`src/rtl/sqrt_pkg.sv`:
```
// Shared definitions for the square-root pipeline controller.
package sqrt_pkg;
  localparam int DEF_STAGES = 4;

  typedef enum logic [1:0] {
    ST_IDLE  = 2'd0,
    ST_RUN   = 2'd1,
    ST_DRAIN = 2'd2,
    ST_FLUSH = 2'd3
  } state_e;
endpackage

```
`src/rtl/sqrt_stage_valid.sv`:
```
// One pipeline valid bit: loads from upstream when this stage can accept,
// holds while downstream stalls, and clears on flush or reset.
module sqrt_stage_valid (
  input  logic clock,
  input  logic reset,
  input  logic flush,
  input  logic v_in,
  input  logic rdy,
  input  logic rdy_nxt,
  output logic v,
  output logic v_nxt,
  output logic en
);
  logic v_q, v_d;

  always_comb begin
    en  = v_in & rdy & !flush & !reset;
    v_d = (flush | reset) ? 1'b0 : (en | (v_q & !rdy_nxt));
  end

  always_ff @(posedge clock) begin
    if (reset) v_q <= 1'b0;
    else       v_q <= v_d;
  end

  assign v     = v_q;
  assign v_nxt = v_d;
endmodule

```
`src/rtl/sqrt_pipe_ctrl.sv`:
```
// Valid/ready controller for the pipelined square-root datapath: per-stage
// load enables and clear strobes, entry/exit handshakes, drain and flush.
module sqrt_pipe_ctrl
  import sqrt_pkg::*;
#(
  parameter int STAGES = DEF_STAGES,
  parameter int CNT_W  = 3,
  parameter int OPS_W  = 16
) (
  input  logic              clock,
  input  logic              reset,
  input  logic              run_en,
  input  logic              flush,
  input  logic              in_valid,
  output logic              in_ready,
  output logic              out_valid,
  input  logic              out_ready,
  output logic [STAGES-1:0] stage_en,
  output logic [STAGES-1:0] stage_clr,
  output logic [CNT_W-1:0]  inflight,
  output logic [OPS_W-1:0]  ops_done,
  output logic [1:0]        state
);
  logic [STAGES-1:0] v, v_nxt;
  logic [STAGES:0]   rdy;
  logic              acc, hs;
  state_e            state_q, state_d;
  logic [CNT_W-1:0]  inflight_q, inflight_d;
  logic [OPS_W-1:0]  ops_q, ops_d;
  logic [STAGES-1:0] clr_q, clr_d;

  // Ready ripples back from the sink so empty stages (bubbles) always fill.
  always_comb begin
    rdy         = '0;
    rdy[STAGES] = out_ready;
    for (int i = STAGES - 1; i >= 0; i--) rdy[i] = !v[i] | rdy[i+1];
  end

  assign in_ready = rdy[0] & run_en & !flush & !reset &
                    ((state_q == ST_IDLE) | (state_q == ST_RUN));
  assign acc       = in_valid & in_ready;
  assign out_valid = v[STAGES-1];
  assign hs        = out_valid & out_ready;

  for (genvar i = 0; i < STAGES; i++) begin : g_stg
    logic v_in;
    if (i == 0) begin : g_first
      assign v_in = acc;
    end else begin : g_rest
      assign v_in = v[i-1];
    end
    sqrt_stage_valid u_vld (
      .clock   (clock),
      .reset   (reset),
      .flush   (flush),
      .v_in    (v_in),
      .rdy     (rdy[i]),
      .rdy_nxt (rdy[i+1]),
      .v       (v[i]),
      .v_nxt   (v_nxt[i]),
      .en      (stage_en[i])
    );
  end

  always_comb begin
    inflight_d = '0;
    for (int i = 0; i < STAGES; i++) inflight_d = inflight_d + CNT_W'(v_nxt[i]);
    ops_d = ops_q + {{(OPS_W-1){1'b0}}, hs};
    clr_d = {STAGES{flush}};

    state_d = state_q;
    if (flush) begin
      state_d = ST_FLUSH;
    end else begin
      case (state_q)
        ST_IDLE: begin
          if (acc)                             state_d = ST_RUN;
          else if (!run_en && inflight_d != 0) state_d = ST_DRAIN;
        end
        ST_RUN: begin
          if (inflight_d == 0) state_d = ST_IDLE;
          else if (!run_en)    state_d = ST_DRAIN;
        end
        ST_DRAIN: begin
          if (inflight_d == 0) state_d = ST_IDLE;
          else if (run_en)     state_d = ST_RUN;
        end
        default: state_d = ST_IDLE;
      endcase
    end
  end

  always_ff @(posedge clock) begin
    if (reset) begin
      state_q    <= ST_IDLE;
      inflight_q <= '0;
      ops_q      <= '0;
      clr_q      <= '1;
    end else begin
      state_q    <= state_d;
      inflight_q <= inflight_d;
      ops_q      <= ops_d;
      clr_q      <= clr_d;
    end
  end

  assign stage_clr = clr_q;
  assign inflight  = inflight_q;
  assign ops_done  = ops_q;
  assign state     = state_q;
endmodule

```
`config.mk`:
```
export PLATFORM = sky130hd
export DESIGN_NAME = sqrt_pipe_ctrl
export DESIGN_NICKNAME = d
export VERILOG_FILES = /design/src/rtl/sqrt_pkg.sv /design/src/rtl/sqrt_stage_valid.sv /design/src/rtl/sqrt_pipe_ctrl.sv
export SDC_FILE = /design/constraint.sdc
export NUM_CORES = 1
export LEC_CHECK = 0
export CORE_ASPECT_RATIO = 1.2
export CORE_UTILIZATION = 40
export DETAILED_ROUTE_END_ITERATION = 16
export GPL_TIMING_DRIVEN = 0
export PLACE_DENSITY = 0.72
export SYNTH_ARGS = -nofsm -noshare
export SYNTH_HDL_FRONTEND = slang
export SYNTH_SLANG_ARGS = --single-unit
```
`constraint.sdc`:
```
create_clock -name clock -period 5.15 [get_ports clock]
set_input_delay 1.545 -clock clock [delete_from_list [all_inputs] [get_ports clock]]
set_output_delay 1.545 -clock clock [all_outputs]
set_load 0.005 [all_outputs]
```
==> impl_summary.log <==
[metrics] number of cells upsized or downsized after cts: 0
[metrics] sequential area share after synthesis: 43.6%
[metrics] Mapped Nets: 146
[metrics] I/O pins: 37
[metrics] signed area change from the synthesized netlist to the final layout: 35.6%
[metrics] H-Tree Level Count: 1
[metrics] CTS Buf Count: 3
[metrics] TritonCTS clock tree: done
[metrics] overall die width: approximately 52 microns
[metrics] max-capacitance violation count: 0
[metrics] router iterations before antenna repair: 3
[metrics] number of nets with antenna violations after routing: 0
[metrics] portion of synthesized cell area occupied by the leading cell type: a little over two fifths
[metrics] Max-Slew Margin vs Limit: between 60% and 70%
[metrics] number of clock sinks: 26
[metrics] Mapped Area: between 1000 and 1500 sq um
[metrics] ranking of synthesized cells by area: sky130_fd_sc_hd__dfxtp_1 44%, sky130_fd_sc_hd__nor2_1 7.2%, sky130_fd_sc_hd__buf_4 5.0%
[metrics] initial DRC count: 12
[metrics] type of the setup path with the least slack: input port to output pin
[metrics] HPWL after DPL: roughly 1.9 mm
[metrics] Die Span Y: 61.8 microns
[metrics] crit path DAT: 3.31 ns
[metrics] power density of the placed cells: ~190 nW/um^2
[metrics] detailed-route via count: between 1,000 and 1,500
[metrics] outcome: finished, final reports clean
[metrics] summed negative setup slack over all endpoints: 0 ns
[metrics] final clock period utilization by the worst path: around 94%
[metrics] overall routed net length: 2.40 mm
[metrics] fin crit period: between 4 and 5 ns
[metrics] Hold Violations, Final: 0
[metrics] most frequent cells in the layout: 36 x sky130_fd_sc_hd__clkdlybuf4s50_1, 26 x sky130_fd_sc_hd__dfxtp_1, 23 x sky130_fd_sc_hd__nor2_1, 10 x sky130_fd_sc_hd__a21oi_1, 8 x sky130_fd_sc_hd__buf_4
[metrics] Placed Instances: 205
[metrics] diode count: 0
[metrics] largest vdd supply drop: ~0.12 mV
[metrics] type of origin of the critical path: input port
[metrics] maximum number of pins on one net before global-route repair: 14
[metrics] maximum fanout along the worst path: 7
[metrics] vias per cell: around 4.9
[metrics] final net count: around 190
[metrics] Worst Path Required: 3.61 ns
[metrics] standard-cell row count: 21
[metrics] finished layout cell area: 1620 sq um
[metrics] placer's final routability congestion estimate: roughly 0.77
[metrics] Async SR Flop Fraction: 0%
[metrics] cell count after synthesis: around 140
[metrics] RSZ-0062 raised after global routing: false
[metrics] number of synthesized register bits: 26
[metrics] count of flip-flops with a built-in enable after synthesis: 0
[metrics] Synth Area per Inst: approximately 8.8 sq um
[metrics] number of post-CTS setup repair buffers: 0
[metrics] slack of the worst reg-to-reg path: about 2.4 ns
[metrics] final number of setup-violating endpoints: 0
[metrics] Hold Path Class: flop to flop
[metrics] crit path setup slack, layout: between 0.2 and 0.3 ns
[metrics] Synth area leader: sky130_fd_sc_hd__dfxtp_1
[metrics] Leak Pwr: around 0.64 nW
[metrics] antenna violations before repair: 0
[metrics] floorplan die area: about 3200 sq um
[metrics] number of synthesis warnings: 0
[metrics] clock tree buffer depth: 2
[metrics] endpoint type of the worst setup path: output pin
[metrics] Peak Freq: just over 0.2 GHz
[metrics] most common cell after layout, fill and taps aside: sky130_fd_sc_hd__clkdlybuf4s50_1
[metrics] standard cell core area: around 2800 sq um
[metrics] latest clock arrival within the worst-skew pair: around 0.3 ns
[metrics] global-route usage over all layers: approximately 16%
[metrics] max-slew violation count: 0
[metrics] Hold Buf Count CTS: 0
[metrics] placed cell area: 1600 sq um
[metrics] Cell Count, Final, Fillers Out: ~210
[metrics] share of final-layout standard cells stronger than drive strength 1: around a tenth
[metrics] global-route wire length before repair: a little under 4 mm
[metrics] number of global-route vias before repair: between 900 and 1,000
[metrics] global route total overflow: 0
[metrics] Post-synth top flop: sky130_fd_sc_hd__dfxtp_1
[metrics] starting density of the core: between 40% and 50%
[metrics] slew at the pin closest to its max-slew limit: 0.477 ns
[metrics] average routed wire per standard cell: ~12 microns
[metrics] Clock Pin Slew Worst Setup and Hold Paths: roughly 0.13 ns
[metrics] final worst clock skew: slightly below 0.005 ns
[metrics] Setup WS pre-CTS: approximately 0.28 ns
[metrics] post-synth cell types: 30
[metrics] DRC Markers: 0
[metrics] library cell used as clock root buffer: sky130_fd_sc_hd__clkbuf_4
[metrics] number of buffers inserted by port buffering: 36
-- where the power goes --
part           leakage [nW]  internal (mW)  switching, mW
logic                 0.411         0.0134        0.00968
clock network        0.0138         0.0273         0.0538
registers             0.210          0.203        0.00194
-- stage by stage --
step	hold slack (ns)	util (%)	total power, mW
3_3_place_gp	0.470	56.8	0.232
5_1_grt	0.537	57.6	0.323
6_report	0.504	57.6	0.309
4_1_cts	0.506	57.6	0.313
2_1_floorplan	0.464	-	0.219
3_5_place_dp	0.487	56.8	0.233
-- worst max-delay path: stages --
cell                              delay, ns
sky130_fd_sc_hd__clkdlybuf4s50_1       0.48
sky130_fd_sc_hd__nor2_1                0.26
sky130_fd_sc_hd__inv_1                 0.18
sky130_fd_sc_hd__nor3b_1               0.22
sky130_fd_sc_hd__buf_4                 0.13
sky130_fd_sc_hd__clkdlybuf4s50_1       0.48
-- registers in the layout (all words and copies together), names as in the netlist --
signal	count
inflight	3
stage_clr	1
g_stg.u_vld.v	4
ops_done	16
state	2
-- cell type report --
cell class | count | area, sq um
multi-input cells | 93 | 583
clock buffers | 3 | 22.5
well taps | 34 | 42.5
repair buffers | 36 | 360
inverters | 6 | 22.5
fillers | 246 | 1190
plain buffers | 10 | 67.6
flip-flops and latches | 26 | 520
-- final timing paths --
kind                    start            to  cells after the start
min              ops_done[15]  ops_done[15]                      2
max reg2reg  g_stg[2].u_vld.v      state[1]                     11
max                     reset   stage_en[3]                      6
min reg2reg      ops_done[15]  ops_done[15]                      2
-- kinds of logic after synthesis --
group                      share of synthesized area (%)
buffers and inverters                               7.55
xor gates and xnor gates                            8.07
muxes                                              0.943
and+or+nand+nor                                     28.2
AOI/OAI and AO/OA                                   5.77
DFF                                                 43.6
adders and majority gates                           5.87
-- routing by layer --
layer  GRT usage [%]  part of all wire (%)  up-vias
li1                -                     -      522
met1            18.3                    45      466
met2            30.4                    50       28
met3            2.68                   4.6        2
met4            4.25                  0.87        0
met5               0                     0        -
-- Yosys cell counts, types with 3 or more instances --
cell and n:
sky130_fd_sc_hd__nand2_1 7, sky130_fd_sc_hd__xnor2_1 5, sky130_fd_sc_hd__buf_4 8, sky130_fd_sc_hd__nor2b_1 7, sky130_fd_sc_hd__ha_1 4, sky130_fd_sc_hd__or3_1 3, sky130_fd_sc_hd__xor2_1 6, sky130_fd_sc_hd__nor2_1 23
sky130_fd_sc_hd__inv_1 6, sky130_fd_sc_hd__a21oi_1 10, sky130_fd_sc_hd__nand3_1 7, sky130_fd_sc_hd__dfxtp_1 26
(Power assumes the default switching activity.)
